--- src/rtl/shared_timer_arbiter.sv ---
`default_nettype none
// ============================================================================
// Module      : shared_timer_arbiter
// Description : One prescaled up-counter shared by N_REQ requesters through a
//               round-robin arbiter; the owner gets a done pulse on expiry.
// Revision    : 1.0 - initial release
// ============================================================================
module shared_timer_arbiter #(
  parameter int N_REQ    = 4,
  parameter int WIDTH    = 16,
  parameter int PRESCALE = 1
) (
  input  logic                   clk,
  input  logic                   rst,
  input  logic [N_REQ-1:0]       req,
  input  logic [N_REQ*WIDTH-1:0] delay,
  output logic [N_REQ-1:0]       grant,
  output logic [N_REQ-1:0]       done,
  output logic                   busy,
  output logic [WIDTH-1:0]       count
);

  localparam int c_idx_w = $clog2(N_REQ);
  localparam int c_psc_w = (PRESCALE > 1) ? $clog2(PRESCALE) : 1;
  localparam logic [c_psc_w-1:0] c_psc_max = c_psc_w'(PRESCALE - 1);
  localparam logic [c_idx_w:0]   c_nreq    = (c_idx_w + 1)'(N_REQ);

  typedef enum logic [1:0] {
    ST_IDLE  = 2'd0,
    ST_COUNT = 2'd1,
    ST_DONE  = 2'd2
  } state_t;

  state_t               state_q, state_d;
  logic [N_REQ-1:0]     grant_q, grant_d;
  logic [N_REQ-1:0]     done_q, done_d;
  logic [WIDTH-1:0]     count_q, count_d;
  logic [WIDTH-1:0]     target_q, target_d;
  logic [c_psc_w-1:0]   psc_q, psc_d;
  logic [c_idx_w-1:0]   last_q, last_d;

  logic                 w_found;
  logic [c_idx_w-1:0]   w_pick;
  logic [c_idx_w:0]     w_cand;
  logic                 w_tick;

  // Round-robin search starting just after the previous owner, with wrap.
  always_comb begin
    w_found = 1'b0;
    w_pick  = last_q;
    w_cand  = '0;
    for (int k = 1; k <= N_REQ; k++) begin
      w_cand = {1'b0, last_q} + (c_idx_w + 1)'(k);
      if (w_cand >= c_nreq) begin
        w_cand = w_cand - c_nreq;
      end
      if (!w_found && req[w_cand[c_idx_w-1:0]]) begin
        w_found = 1'b1;
        w_pick  = w_cand[c_idx_w-1:0];
      end
    end
  end

  assign w_tick = (psc_q == c_psc_max);

  always_comb begin
    state_d  = state_q;
    grant_d  = grant_q;
    done_d   = '0;
    count_d  = count_q;
    target_d = target_q;
    psc_d    = psc_q;
    last_d   = last_q;
    case (state_q)
      ST_IDLE: begin
        if (w_found) begin
          state_d  = ST_COUNT;
          grant_d  = N_REQ'(1) << w_pick;
          target_d = delay[int'(w_pick)*WIDTH +: WIDTH];
          count_d  = '0;
          psc_d    = '0;
          last_d   = w_pick;
        end
      end
      ST_COUNT: begin
        // A dropped request aborts even when the target was just reached.
        if (!req[last_q]) begin
          state_d = ST_IDLE;
          grant_d = '0;
          count_d = '0;
        end else begin
          psc_d = w_tick ? '0 : psc_q + 1'b1;
          if (count_q == target_q) begin
            state_d = ST_DONE;
            done_d  = grant_q;
          end else if (w_tick) begin
            count_d = count_q + 1'b1;
          end
        end
      end
      ST_DONE: begin
        state_d = ST_IDLE;
        grant_d = '0;
        count_d = '0;
      end
      default: begin
        state_d = ST_IDLE;
        grant_d = '0;
        count_d = '0;
      end
    endcase
  end

  always_ff @(posedge clk or posedge rst) begin
    if (rst) begin
      state_q  <= ST_IDLE;
      grant_q  <= '0;
      done_q   <= '0;
      count_q  <= '0;
      target_q <= '0;
      psc_q    <= '0;
      last_q   <= c_idx_w'(N_REQ - 1);
    end else begin
      state_q  <= state_d;
      grant_q  <= grant_d;
      done_q   <= done_d;
      count_q  <= count_d;
      target_q <= target_d;
      psc_q    <= psc_d;
      last_q   <= last_d;
    end
  end

  assign grant = grant_q;
  assign done  = done_q;
  assign busy  = (state_q != ST_IDLE);
  assign count = count_q;

endmodule
`default_nettype wire

--- config.mk ---
export PLATFORM = sky130hd
export DESIGN_NAME = shared_timer_arbiter
export DESIGN_NICKNAME = d
export VERILOG_FILES = /design/src/rtl/shared_timer_arbiter.sv
export SDC_FILE = /design/constraint.sdc
export NUM_CORES = 1
export LEC_CHECK = 0
export CAP_MARGIN = 10
export CORE_MARGIN = 3
export CORE_UTILIZATION = 47
export DETAILED_ROUTE_END_ITERATION = 10
export MAX_ROUTING_LAYER = met4
export PLACE_DENSITY_LB_ADDON = 0.25
export SYNTH_ARGS = -nofsm -noshare
export SYNTH_HDL_FRONTEND = slang
export SYNTH_SLANG_ARGS = --single-unit
--- constraint.sdc ---
create_clock -name clk -period 2.09 [get_ports clk]
set_input_delay 0.3135 -clock clk [delete_from_list [all_inputs] [get_ports clk]]
set_output_delay 0.3135 -clock clk [all_outputs]
set_load 0.03 [all_outputs]
==> results by group <==
Timing
  – Fin. max-slew vios: 0
  – Slew of the pin with the lowest slew margin: 0.558 ns
  – Min Tclk post-route: 2.01 ns
  – Fmax: 497 MHz
  – Slew headroom: 0.628
  – Final TNS setup: 0 ns
  – Final period utilization: 0.962
  – Final setup fails: 0
  – Layout Skew: 0.00830 ns
  – Final worst setup slack: 0.0788 ns
  – Hold Vio Cnt, Final: 0

Power
  – Leak Pwr: 1.77 nW
  – P per Cell Area: 1010 nW/um2
  – VDD IR-drop max: 0.513 mV

Route
  – Post-route ant nets: 0
  – Final WL: 8.67 mm
  – Detailed router's first-iteration violation count: 151
  – Routed vias/inst: 5.92
  – DR vias: 2919
  – WL/cell: 17.6 um
  – 1st-pass router iterations: 4
  – DRC: 0

Layout
  – Most common cell after layout, fill and taps aside: clkdlybuf4s50_1
  – Area Growth Syn to Fin: 47.5%
  – Final Core Density: 0.745
  – Nets: 491
  – Most frequent cells in the layout: clkdlybuf4s50_1, dfrtp_1, buf_4
  – Layout cells sized above 1: 0.176
  – Ant diodes: 0

Status
  – Status: complete, no violations

Logic synthesis
  – Post-synth cell types: 53
  – Synthesized area: 2880 um2
  – Synthesized area per cell: 9.55 um2
  – Post-Synthesis Cells: 302
  – Number of synthesized flops with an enable pin: 0
  – Flops & latches, synth: 44
  – Post-Syn Nets: 373
  – Async SR Flop Fraction: 1.00
  – Post-synthesis sequential area ratio: 0.383
  – Ys flop type: dfrtp_1
  – Yosys warning total: 0

CTS
  – Clock slew at reported path FFs: 0.09 ns
  – CTS tree: yes
  – Clk_lat worst skew: 0.31 ns
  – CTS Root Cell: clkbuf_8
  – H-tree Lvls: 2
  – Max Buffers Root-to-Sink: 2
  – TritonCTS Buffers: 5
  – Hold-fix buffers at CTS: 0
  – Clk sink count: 44

Global routing
  – Global-route wire length before repair: 14.6 mm
  – Gr ovfl total: 0
  – Largest net degree at the start of global routing: 45
  – Total track usage: 0.261
  – Vias in the first global route: 2988
  – Initial antenna violation count: 0

Critical path
  – CP arrival: 2.25 ns
  – CP top delay family: simple AND/OR/NAND/NOR gates
  – CP max stage cell: nor4_1
  – CP max stage delay: 0.45 ns
  – Crit-path max FO: 4
  – Slack of the worst reg-to-reg path: 0.08 ns
  – Crit. End Element: flip-flop
  – Crit. Startpoint: count[4]
  – Critical Path Sink: count[8]
  – Startpoint Class: flip-flop
  – RR Endpoint: count[8]
  – Worst-case reg-to-reg path depth: 5
  – CP Class: reg -> reg
  – CP Depth: 5
  – Worst path cell trace: xor2_1 -> nor4_1 -> and4_2 -> mux2_2 -> nor3_1
  – Crit path buffers/inverters: 0
  – Req. time, crit path: 2.33 ns
  – RR Startpoint: count[4]

Floorplanning
  – # IOs: 95
  – Die span in y: 84.3 um
  – Chip width: 84.3 um
  – Core Rows: 27
  – Die area: 7110 um2
  – Core Box Area: 5710 um2
  – Initial core utilization: 0.505

Place
  – Place WS: -0.0944 ns
  – Port bufs: 94
  – HPWL after DPL: 6.68 mm
  – Placer congestion estimate: 0.872

Run
  – Max Cap Viol: 0

Hold path
  – Min-delay worst type: in -> async
==> cells in the mapped netlist, types with 2 or more instances <==
cell      number  area (um2)
a211oi_1      28         210
nand4_1        8        50.1
and4_1        17         149
nor4_1         4        25.0
and3_1         8        50.1
nand3_2        2        20.0
o31ai_1        4        30.0
a22o_1         3        26.3
a31o_2         2        17.5
o211ai_1       6        45.0
a21o_1         3        22.5
nand3_1       13        65.1
clkbuf_1       7        26.3
inv_1          3        11.3
o21ai_0        3        15.0
dfstp_2        2        52.6
mux2_2         2        22.5
nand2_1       10        37.5
a211oi_2       7        87.6
buf_4          4        30.0
o21ai_1        4        20.0
nor3_1        12        60.1
or4_1          2        15.0
buf_2          9        45.0
mux2i_1       17         170
a21oi_1        2        10.0
nor2b_1        5        31.3
nor2_1        34         128
dfrtp_1       42        1050
xor2_1        16         140
==> flip-flops by register name, indices dropped and copies added (netlist names) <==
name	cells
count	16
target_q	16
done	4
last_q	2
state_q	2
grant	4
==> worst min-delay path, stage by stage <==
cell	delay [ns]
clkdlybuf4s50_1	0.39
inv_1	0.06
buf_4	0.46
==> worst min-delay path by stage <==
stage               slack [ns]  depth (start not counted)      start           end
finish                    0.44                          3        rst  target_q[14]
floorplan                 0.51                          2  last_q[1]     last_q[1]
CTS                       0.47                          3        rst  target_q[14]
global route              0.51                          3        rst  target_q[14]
detailed placement        0.51                          1   grant[0]      grant[0]
global placement          0.51                          2   grant[3]      grant[3]
==> stage by stage <==
| step | instances | hold slack (ns) | total power, mW | area [um2] |
|---|---|---|---|---|
| after floorplan | 302 | 0.508 | 2.75 | 2880 |
| after global placement | 485 | 0.506 | 3.53 | 4130 |
| after detailed placement | 485 | 0.507 | 3.61 | 4130 |
| final | 493 | 0.442 | 4.30 | 4250 |
| after CTS | 493 | 0.470 | 4.28 | 4240 |
| after global routing | 493 | 0.515 | 4.56 | 4250 |
==> final cells by class <==
class | count | area [um2]
clock buffers | 5 | 68.8
clock inverters | 3 | 42.5
fillers | 428 | 1460
inverters | 3 | 11.3
multi-input cells | 232 | 1660
flip-flops and latches | 44 | 1100
well taps | 72 | 90.1
repair buffers | 134 | 1280
==> kinds of logic (layout without fill, tap and decap cells) <==
family	count (synthesis)	after routing	synth area share
adder cells (fa/ha/maj)	1	1	0.00434
multiplexers	20	20	0.0746
AND/OR/NAND/NOR	124	124	0.244
AO/OA/AOI/OAI	71	71	0.197
buffers and inverters	26	145	0.0495
XOR/XNOR	16	16	0.0486
flip-flops	44	44	0.383
==> repair_timing <==
action,4_1_cts,5_1_grt
gates resized for setup,0,4
setup buffers,0,0
endpoints found under the setup margin,0,5
endpoints found under the hold margin,0,0
==> metal layers <==
metal,share of wire,track usage,vias up
met1,0.43,0.328,1428
met5,0,-,-
li1,-,-,1390
met2,0.51,0.443,93
met3,0.048,0.0393,8
met4,0.012,0.0633,0
==> power by group <==
part	internal [mW]	switching [mW]	total, mW
Clock	0.354	0.314	0.668
Sequential	1.11	0.239	1.35
Combinational	1.08	1.20	2.28
Total	2.54	1.75	4.30
Note: power is estimated with default switching activity, not from simulation.
